<file path="config.mk">
export PLATFORM = sky130hd
export DESIGN_NAME = wavetable_sample_reader
export DESIGN_NICKNAME = d
export VERILOG_FILES = /design/src/rtl/wavetable_pkg.sv /design/src/rtl/wt_phase_acc.sv /design/src/rtl/wavetable_sample_reader.sv
export SDC_FILE = /design/constraint.sdc
export NUM_CORES = 1
export LEC_CHECK = 0
export ABC_AREA = 1
export CELL_PAD_IN_SITES_DETAIL_PLACEMENT = 0
export CELL_PAD_IN_SITES_GLOBAL_PLACEMENT = 1
export CORE_MARGIN = 2
export CORE_UTILIZATION = 35
export CTS_BUF_LIST = sky130_fd_sc_hd__clkbuf_2 sky130_fd_sc_hd__clkbuf_4 sky130_fd_sc_hd__clkbuf_8
export DETAILED_ROUTE_END_ITERATION = 7
export PLACE_DENSITY_LB_ADDON = 0.1
export SETUP_SLACK_MARGIN = 0.1
export SYNTH_ARGS = -nofsm -noshare
export SYNTH_HDL_FRONTEND = slang
export SYNTH_SLANG_ARGS = --single-unit
</file>
<file path="constraint.sdc">
create_clock -name clk -period 11.8 [get_ports clk]
set_input_delay 2.36 -clock clk [delete_from_list [all_inputs] [get_ports clk]]
set_output_delay 2.36 -clock clk [all_outputs]
set_load 0.02 [all_outputs]
</file>
<file path="src/rtl/wavetable_pkg.sv">
// Shared types, default widths and the interpolation helper for the
// wavetable sample reader.
package wavetable_pkg;

    localparam int ADDR_W_DEF      = 13;
    localparam int DATA_W_DEF      = 16;
    localparam int PHASE_W_DEF     = 32;
    localparam int TABLE_WORDS_DEF = 8094;
    localparam int FRAC_W_DEF      = PHASE_W_DEF - ADDR_W_DEF;

    typedef enum logic [2:0] {
        IDLE,
        RD0,
        RD1,
        CAP,
        OUT
    } state_t;

    // s0 + ((s1 - s0) * f16) >>> 16; the result always lies between s0 and s1,
    // so only the low 16 bits of the sum are kept.
    function automatic logic [15:0] lerp16(input logic [15:0] s0,
                                           input logic [15:0] s1,
                                           input logic [15:0] f16);
        logic signed [16:0] diff;
        logic signed [32:0] prod;
        logic signed [32:0] step;
        diff = $signed({s1[15], s1}) - $signed({s0[15], s0});
        prod = $signed({{16{diff[16]}}, diff}) * $signed({17'b0, f16});
        step = prod >>> 16;
        return s0 + step[15:0];
    endfunction

endpackage

</file>
<file path="src/rtl/wt_phase_acc.sv">
// Fractional phase accumulator: integer part wraps modulo TABLE_WORDS,
// phase_reset forces zero, advance adds phase_inc (from zero when both
// phase_reset and advance are high in the same cycle).
module wt_phase_acc
    import wavetable_pkg::*;
#(
    parameter int ADDR_W      = ADDR_W_DEF,
    parameter int PHASE_W     = PHASE_W_DEF,
    parameter int TABLE_WORDS = TABLE_WORDS_DEF,
    parameter int FRAC_W      = PHASE_W - ADDR_W
) (
    input  logic               clk,
    input  logic               reset,
    input  logic               phase_reset,
    input  logic               advance,
    input  logic [PHASE_W-1:0] phase_inc,
    output logic [ADDR_W-1:0]  phase_int,
    output logic [FRAC_W-1:0]  phase_frac
);

    localparam logic [ADDR_W:0] TW = TABLE_WORDS[ADDR_W:0];

    logic [ADDR_W-1:0] int_q, int_d;
    logic [FRAC_W-1:0] frac_q, frac_d;
    logic [ADDR_W-1:0] base_int;
    logic [FRAC_W-1:0] base_frac;
    logic [FRAC_W:0]   frac_sum;
    logic [ADDR_W:0]   int_sum;
    logic [ADDR_W:0]   int_wrap;

    // Next phase: add increment with fractional carry, single conditional wrap
    // (int and inc.int are both below TABLE_WORDS, so one subtract suffices).
    always_comb begin
        base_int  = phase_reset ? '0 : int_q;
        base_frac = phase_reset ? '0 : frac_q;
        frac_sum  = {1'b0, base_frac} + {1'b0, phase_inc[FRAC_W-1:0]};
        int_sum   = {1'b0, base_int} + {1'b0, phase_inc[PHASE_W-1:FRAC_W]}
                  + {{ADDR_W{1'b0}}, frac_sum[FRAC_W]};
        int_wrap  = (int_sum >= TW) ? (int_sum - TW) : int_sum;
        int_d     = int_q;
        frac_d    = frac_q;
        if (advance) begin
            int_d  = int_wrap[ADDR_W-1:0];
            frac_d = frac_sum[FRAC_W-1:0];
        end else if (phase_reset) begin
            int_d  = '0;
            frac_d = '0;
        end
    end

    // Phase register
    always_ff @(posedge clk) begin
        if (reset) begin
            int_q  <= '0;
            frac_q <= '0;
        end else begin
            int_q  <= int_d;
            frac_q <= frac_d;
        end
    end

    assign phase_int  = int_q;
    assign phase_frac = frac_q;

endmodule

</file>
<file path="src/rtl/wavetable_sample_reader.sv">
// Wavetable sample reader: per-tick Avalon-MM read of a 16-bit sample table
// (fixed read latency 1) and a valid/ready output to the voice mixer.
// Build option WAVETABLE_LINEAR_INTERP_EN: fetch idx and idx+1 back to back
// and linearly interpolate with the top 16 fractional phase bits.
module wavetable_sample_reader
    import wavetable_pkg::*;
#(
    parameter int ADDR_W      = ADDR_W_DEF,
    parameter int DATA_W      = DATA_W_DEF,
    parameter int TABLE_WORDS = TABLE_WORDS_DEF,
    parameter int PHASE_W     = PHASE_W_DEF
) (
    input  logic               clk,
    input  logic               reset,
    input  logic               enable,
    input  logic               phase_reset,
    input  logic               tick,
    input  logic [PHASE_W-1:0] phase_inc,
    output logic [ADDR_W-1:0]  avm_address,
    output logic               avm_chipselect,
    output logic               avm_read,
    output logic [1:0]         avm_byteenable,
    input  logic [DATA_W-1:0]  avm_readdata,
    output logic [DATA_W-1:0]  sample_out,
    output logic               sample_valid,
    input  logic               sample_ready,
    output logic               busy,
    output logic               overrun
);

    localparam int FRAC_W = PHASE_W - ADDR_W;

    state_t            state_q, state_d;
    logic [ADDR_W-1:0] idx_q, idx_d;
    logic [DATA_W-1:0] sample_q, sample_d;
    logic              overrun_q, overrun_d;
    logic              advance;
    logic [ADDR_W-1:0] phase_int;
    logic [FRAC_W-1:0] phase_frac;

`ifdef WAVETABLE_LINEAR_INTERP_EN
    localparam logic [ADDR_W-1:0] LAST_IDX = ADDR_W'(TABLE_WORDS - 1);
    logic [DATA_W-1:0] s0_q, s0_d;
    logic [15:0]       frac16_q, frac16_d;
    logic [ADDR_W-1:0] idx1;
    assign idx1 = (idx_q == LAST_IDX) ? '0 : idx_q + ADDR_W'(1);
`else
    logic unused_frac;
    assign unused_frac = ^phase_frac;
`endif

    wt_phase_acc #(
        .ADDR_W      (ADDR_W),
        .PHASE_W     (PHASE_W),
        .TABLE_WORDS (TABLE_WORDS),
        .FRAC_W      (FRAC_W)
    ) u_phase_acc (
        .clk         (clk),
        .reset       (reset),
        .phase_reset (phase_reset),
        .advance     (advance),
        .phase_inc   (phase_inc),
        .phase_int   (phase_int),
        .phase_frac  (phase_frac)
    );

    // FSM next state, fetch index latch, sample capture and sticky overrun
    always_comb begin
        state_d   = state_q;
        idx_d     = idx_q;
        sample_d  = sample_q;
        overrun_d = overrun_q;
        advance   = 1'b0;
`ifdef WAVETABLE_LINEAR_INTERP_EN
        s0_d      = s0_q;
        frac16_d  = frac16_q;
`endif
        // Any tick that arrives while a fetch is in flight (incl. a stalled OUT)
        // is lost; phase_reset takes priority and clears the flag.
        if (tick && (state_q != IDLE)) overrun_d = 1'b1;
        if (phase_reset)               overrun_d = 1'b0;

        case (state_q)
            IDLE: begin
                if (tick && enable) begin
                    advance = 1'b1;
                    idx_d   = phase_reset ? '0 : phase_int;
`ifdef WAVETABLE_LINEAR_INTERP_EN
                    frac16_d = phase_reset ? '0 : phase_frac[FRAC_W-1 -: 16];
`endif
                    state_d = RD0;
                end
            end
            RD0: begin
`ifdef WAVETABLE_LINEAR_INTERP_EN
                state_d = RD1;
`else
                state_d = CAP;
`endif
            end
`ifdef WAVETABLE_LINEAR_INTERP_EN
            RD1: begin
                s0_d    = avm_readdata;
                state_d = CAP;
            end
`endif
            CAP: begin
`ifdef WAVETABLE_LINEAR_INTERP_EN
                sample_d = lerp16(s0_q, avm_readdata, frac16_q);
`else
                sample_d = avm_readdata;
`endif
                state_d = OUT;
            end
            OUT: begin
                if (sample_ready) state_d = IDLE;
            end
            default: state_d = IDLE;
        endcase
    end

    // State and datapath registers; reset aborts any fetch in progress
    always_ff @(posedge clk) begin
        if (reset) begin
            state_q   <= IDLE;
            idx_q     <= '0;
            sample_q  <= '0;
            overrun_q <= 1'b0;
`ifdef WAVETABLE_LINEAR_INTERP_EN
            s0_q      <= '0;
            frac16_q  <= '0;
`endif
        end else begin
            state_q   <= state_d;
            idx_q     <= idx_d;
            sample_q  <= sample_d;
            overrun_q <= overrun_d;
`ifdef WAVETABLE_LINEAR_INTERP_EN
            s0_q      <= s0_d;
            frac16_q  <= frac16_d;
`endif
        end
    end

    assign avm_read       = (state_q == RD0) || (state_q == RD1);
    assign avm_chipselect = avm_read;
    assign avm_byteenable = 2'b11;
`ifdef WAVETABLE_LINEAR_INTERP_EN
    assign avm_address    = (state_q == RD1) ? idx1 : idx_q;
`else
    assign avm_address    = idx_q;
`endif
    assign sample_out     = sample_q;
    assign sample_valid   = (state_q == OUT);
    assign busy           = (state_q != IDLE);
    assign overrun        = overrun_q;

endmodule

</file>
== After elaboration in Yosys (flattened, before gate mapping) ==
Cells that the tools add are included.

* Register bits after elaboration: 65
* Input bits: 54
* Output and inout bits: 36
* Word-level logic and storage cells: 35

* Add/subtract/negate cells: 4
* Order comparisons: 1
* Equality and inequality tests: 6
* Mux-type cells: 10
* Reductions and logical operators: 8

{| class="wikitable"
|+ Operator list
! operator !! number
|-
| $mux W13 || 3
|-
| $mux W19 || 2
|-
| $add A19 B19 Y20 || 1
|-
| $add A13 B13 Y14 || 1
|-
| $add A14 B1 Y14 || 1
|-
| $ge A14 B13 Y1 const B || 1
|-
| $sub A13 B13 Y13 const B || 1
|-
| $pmux W3 S4 || 1
|-
| $eq A3 B2 Y1 const B || 2
|-
| $mux W3 || 2
|-
| $reduce_and A2 Y1 || 2
|-
| $eq A3 B1 Y1 const B || 1
|-
| $eq A3 B3 Y1 const B || 1
|-
| $logic_not A3 Y1 || 1
|-
| $reduce_bool A3 Y1 || 1
|-
| $logic_and A1 B1 Y1 || 2
|-
| $mux W1 || 2
|-
| $ne A2 B1 Y1 const B || 1
|-
| $ne A2 B2 Y1 const B || 1
|-
| $reduce_or A2 Y1 || 1
|-
| $logic_or A1 B1 Y1 || 1
|}

== Longest topological paths before layout ==
* Word-level depth: 6
* Gate-level depth with buffers: 32
* Gate-level depth less buffers: 29

== Cells and area by module ==
From an unflattened synthesis, not the netlist that was laid out.

* Cell total of the unflattened synthesis: 760
* Area, all modules: 5007.3 um^2

{| class="wikitable"
|+ By module, submodules not included
! module !! times used !! cells an instance !! area an instance (um^2) !! seq. area each (um^2)
|-
| wt_phase_acc || 1 || 562 || 3574.7 || 640.6
|-
| wavetable_sample_reader || 1 || 198 || 1432.6 || 660.6
|}

== Worst setup path before layout ==
OpenSTA, ideal clock, no wires.

* Path kind: input to register
* From: in phase_reset
* To: reg u_phase_acc.int_q[11], in the netlist u_phase_acc.phase_int[11]
* Setup time: 0.109 ns
* Data arrival time: 6.200 ns
* Required time: 11.691 ns
* Slack: 5.491 ns
* Stages: 27
* Path buffers: 2
* Cells stage by stage: clkbuf_1 -> clkinv_1 -> clkbuf_1 -> nand2_1 -> inv_1 -> ha_1 -> a21oi_1 -> o21ai_0 -> a21oi_1 -> nand3_1 -> a21oi_1 -> o21bai_1 -> fa_1 -> fa_1 -> xnor2_1 -> inv_1 -> ha_1 -> nand3_1 -> nand3_1 -> nand3_1 -> nor2_1 -> nand2_1 -> nand2_1 -> nand2_1 -> nand3_1 -> nand2_1 -> inv_1

* Cells in the longest elaborated chain, start to end: 6
* Elaborated cells between the ends (all ways): 9
* Classes of those cells: 4 x add/sub; 1 x order compare; 4 x mux

{| class="wikitable"
|+ RTL lines
! element !! RTL line !! source
|-
| start, declared || wavetable_sample_reader.sv:16 || <nowiki>input logic phase_reset,</nowiki>
|-
| $mux W19 or $mux W13 (tied branches) || - ||
|-
| $add A19 B19 Y20 or $add A13 B13 Y14 (tied branches) || wt_phase_acc.sv:36, wt_phase_acc.sv:37 ||
|-
| $add A14 B1 Y14 || wt_phase_acc.sv:38 || <nowiki>+ {{ADDR_W{1'b0}}, frac_sum[FRAC_W]};</nowiki>
|-
| $sub A13 B13 Y13 or $ge A14 B13 Y1 (tied branches) || wt_phase_acc.sv:39 || <nowiki>int_wrap = (int_sum >= TW) ? (int_sum - TW) : int_sum;</nowiki>
|-
| $mux W13 || wt_phase_acc.sv:39 ||
|-
| $mux W13 (*) || wt_phase_acc.sv:42 || <nowiki>if (advance) begin</nowiki>
|-
| end signal, assigned || wt_phase_acc.sv:57 || <nowiki>int_q <= int_d;</nowiki>
|-
| end, declared || wt_phase_acc.sv:23 || <nowiki>logic [ADDR_W-1:0] int_q, int_d;</nowiki>
|}

Mark *: on every way between the ends. The rest lies on a longest branch, timed or not.
A chain may end at the register's enable or synchronous reset.

== Final worst setup path ==
* From: in phase_reset
* To: reg u_phase_acc.int_q[1], in the netlist u_phase_acc.phase_int[1]

Same word-level chain as after synthesis.

==> results by stage <==
Final layout:
- In the final layout, the share of cells above drive strength 1 is 0.0504.
- The leading cell type in the layout, fill and taps excluded is sky130_fd_sc_hd__nand2_1.
- In the layout the commonest cells are sky130_fd_sc_hd__nand2_1 (168), sky130_fd_sc_hd__inv_1 (113), sky130_fd_sc_hd__clkdlybuf4s50_1 (87).
- At the end of the flow the core is filled with cells to 0.448.
- The count of non-filler cells in the finished layout is 989.
- In the final design database the tool counted 897 nets.
- The antenna diode count is 0.
- Compared with the post-synthesis result, the final layout area differs by 26.3%.

Route:
- Routed signal wires occupy layers up through met4.
- The length of routed met3 wiring is 410 um.
- For this block, the initial DRC count from the detailed router was 276.
- The final wirelength is 13.0 mm.
- Across all layers, the routed design uses 4,749 vias.
- The wire length on met2 is 6.34 mm.
- The detail route stage leaves a number of antenna-violating nets equal to 0.
- The number of iterations in the first detailed-routing pass is 5.
- For this block, wires on met1 add up to 6.05 mm.
- The routed wirelength normalized by instance count is 13.1 um.
- The detailed-route DRC error count is 0.
- The number of vias per cell is 4.80.

CTS:
- The hold buffer count at cts is 0.
- The number of setup buffers added after CTS is 0.
- The clock latency on the worst-skew pair is 360 ps.
- The clock-pin transition on the worst setup and hold timing paths is 80 ps.
- In this run the number of H-tree levels came out at 3.
- The post-CTS resize count is 0.
- Counting the buffers created by CTS gives 9.
- The clock tree from TritonCTS is done.
- The buffer depth of the longest clock path is 2.
- The tree is rooted in a sky130_fd_sc_hd__clkbuf_8.
- The clock net in this run drives a total of 65 sinks.

Setup path:
- On the worst path, the slowest cell contributes a delay of 780 ps.
- The critical path capture point type is a flop.
- The end of the worst register-to-register path is u_phase_acc.phase_int[1].
- Counting stages on the worst path, the most repeated cell is sky130_fd_sc_hd__nand2_1.
- Following the worst setup path forward leads to its endpoint at u_phase_acc.phase_int[1].
- The worst setup path startpoint is phase_reset.
- The startpoint of the most critical register-to-register path is u_phase_acc.phase_frac[10].
- Data on the critical path arrives at its endpoint at 7860 ps.
- The worst register-to-register path has a setup slack of 7580 ps.
- The depth of the worst register-to-register path is 23.
- The category of the worst setup path launch point is an input pin.
- For the worst setup path, the data required time is 12,050 ps.
- The cell at the slowest stage of the critical path is sky130_fd_sc_hd__clkinv_1.
- The maximum fanout along the worst path is 26.
- The setup path with the least slack is of type in -> reg.

Global route:
- The via count of the first global-routing pass was 4,499.
- Entering global routing, the biggest net connects 51 pins.
- The global-route wire length before repair is 21.5 mm.
- Global routing finished with a remaining overflow of 0.
- Across every metal layer, demand over resource in global routing totals 0.189.
- The initial antenna violation count is 0.

Synth:
- The share of synthesized registers carrying an async set or reset is 0.
- The most instantiated flip-flop cell in the synthesis netlist is sky130_fd_sc_hd__dfxtp_1.
- The number of flip-flops and latches in the synthesized netlist is 65.
- For this run, the register share of the synthesized area comes to 0.279.
- The simple-gate share of the synthesized area is 0.299.
- The number of different library cells in the post-synthesis netlist is 41.
- Of the total synthesized cell area, the portion taken by XOR and XNOR cells is 0.0317.
- The Yosys step of the flow raised 0 warnings.
- The synthesized design spends more area on one cell type than any other, namely sky130_fd_sc_hd__dfxtp_1.
- The synthesized area per cell is 6.38 um^2.
- After synthesis, the cell types taking the most area are sky130_fd_sc_hd__dfxtp_1 (28%), sky130_fd_sc_hd__nand2_1 (14%), sky130_fd_sc_hd__inv_1 (9.1%), sky130_fd_sc_hd__ha_1 (8.6%), sky130_fd_sc_hd__nor2_1 (6.3%).
- The largest family of logic cells by synthesized area is simple AND/OR/NAND/NOR gates.
- Of the total synthesized cell area, the portion taken by full adders, half adders and majority gates is 0.0988.
- The gate count after technology mapping is 731.
- The synthesized-area fraction occupied by ao, oa, aoi and oai cells is 0.169.
- The share of the synthesized area in the top cell type is 0.279.
- The share of cell area taken by muxes after synthesis is 0.
- The mapped netlist covers 4660 um^2.
- The synthesized design contains 0 enable-type register cells.

Power:
- The switching power as a share of total power is 0.329.
- The power share of the sequential group is 0.374.
- After layout, the design draws a total of 0.647 mW.
- The maximum vdd drop is 0.0465 mV.
- The combinational group share of total power is 0.287.
- Dividing total power by cell area gives a power density of 110 nW/um^2.
- Of the total power, the clock network draws 0.339.
- Cell internal power was estimated by the tool at 0.434 mW.
- The switching power is 0.213 mW.
- Summed over all cells, the static leakage comes to 3.05 nW.

Timing:
- The final max-slew violation count came to 0.
- Setup total negative slack on the finished layout was measured at 0 ps.
- Setup violations remaining at the end of the flow were counted as 0.
- The hold violation total from the final report is 0.
- For this run, the top clock speed supported by timing is 131 MHz.
- Setup repair after global routing left no endpoint under its margin.
- The remaining max-slew budget at the tightest pin is 0.258.
- The shortest period the worst path allows is 7610 ps.
- The final clock period utilization by the worst path is 0.645.
- At the pin with the least slew margin, the transition time is 1110 ps.
- The smallest hold slack is 466 ps.
- The final setup skew is 14.4 ps.

Placement:
- At the end of routability-driven placement, the weighted congestion stood at 0.851.
- The HPWL after detailed placement is 9.90 mm.
- The total of buffers placed on input and output ports is 87.
- After detailed placement, the design holds a cell count of 973.

Status:
- The flow ran to the end, and the final reports show no timing, DRC or antenna violations.

Floorplanning:
- In this run the core area contains 42 standard-cell rows.
- After floorplanning, the core was sized to cover 13,100 um^2.
- From left edge to right edge, the die measures 119 um.
- In this run the count of I/O pins placed on the die edge is 90.
- The floorplan step set the die height to 119 um.
- The initial standard-cell utilization of the core is 0.355.
- The die covers 14,300 um^2.

Min path:
- Along the worst hold path, the cell count comes to 2.
- The worst hold path belongs to the class reg -> reg.

Run:
- The number of max-capacitance violations reported is 0.
## worst max-delay path, delay by kind of cell
kind | cells | cell delay (ps)
compound gates | 4 | 640
xor+xnor | 1 | 290
fa+ha+maj | 3 | 1250
buf+inv | 4 | 1590
simple gates | 15 | 1700
## layer usage
| layer | vias up | GRT usage |
|---|---|---|
| met5 | - | 0 |
| met4 | 0 | 0.0551 |
| met3 | 11 | 0.0354 |
| met2 | 76 | 0.328 |
| met1 | 2164 | 0.238 |
| li1 | 2498 | - |
## flip-flops by register name (all words and copies together) (netlist names)
| register | flops |
|---|---|
| avm_address | 13 |
| u_phase_acc.phase_int | 13 |
| sample_out | 16 |
| overrun | 1 |
| state_q | 3 |
| u_phase_acc.phase_frac | 19 |
## power groups by stage
stage / sequential (mW) / combinational [mW] / clock, mW
final: 0.242 / 0.186 / 0.219
after global routing: 0.244 / 0.209 / 0.234
after CTS: 0.242 / 0.188 / 0.226
after detailed placement: 0.247 / 0.187 / 0
after global placement: 0.247 / 0.186 / 0
after floorplan: 0.254 / 0.115 / 0
## synth_stat cells (all sizes together), types with 5 or more instances
master / instances
clkbuf: 19
xor2: 8
a21oi: 60
o211ai: 6
a31oi: 7
o21ai: 53
a21o: 6
inv: 114
nor3: 5
nand3: 55
dfxtp: 65
nand2: 176
xnor2: 8
nor2: 80
nand4: 6
ha: 32
buf: 7
## cell type report
| cell class | count | area (um^2) |
|---|---|---|
| inverters | 116 | 435 |
| clock inverters | 6 | 90.1 |
| fillers | 1449 | 7250 |
| repair buffers | 91 | 901 |
| multi-input cells | 525 | 2810 |
| flip-flops and latches | 65 | 1300 |
| clock buffers | 10 | 131 |
| well taps | 176 | 220 |
## kinds of logic (layout without fill, tap and decap cells)
family | after synthesis | count (layout)
and+or+nand+nor | 330 | 330
xor gates and xnor gates | 16 | 16
buffers and inverters | 142 | 223
adders and majority gates | 35 | 35
AOI/OAI and AO/OA | 142 | 142
DFF | 65 | 65
other | 1 | 2
## worst min-delay path by stage
stage                                  to       startpoint  slack (ps)
after floorplan                state_q[1]       state_q[2]         450
after global placement     avm_address[7]   avm_address[7]         450
after detailed placement   avm_address[7]   avm_address[7]         460
after CTS                  avm_address[7]   avm_address[7]         470
after global routing      avm_address[10]  avm_address[10]         510
final                      avm_address[7]   avm_address[7]         470
## per-stage QoR
stage | setup WS [ps] | instance area [um^2]
finish | 4190 | 5880
CTS | 4100 | 5880
global route | 3580 | 5880
detailed placement | 3720 | 5660
global placement | 3920 | 5660
floorplan | 5490 | 4660
(Power assumes the default switching activity.)
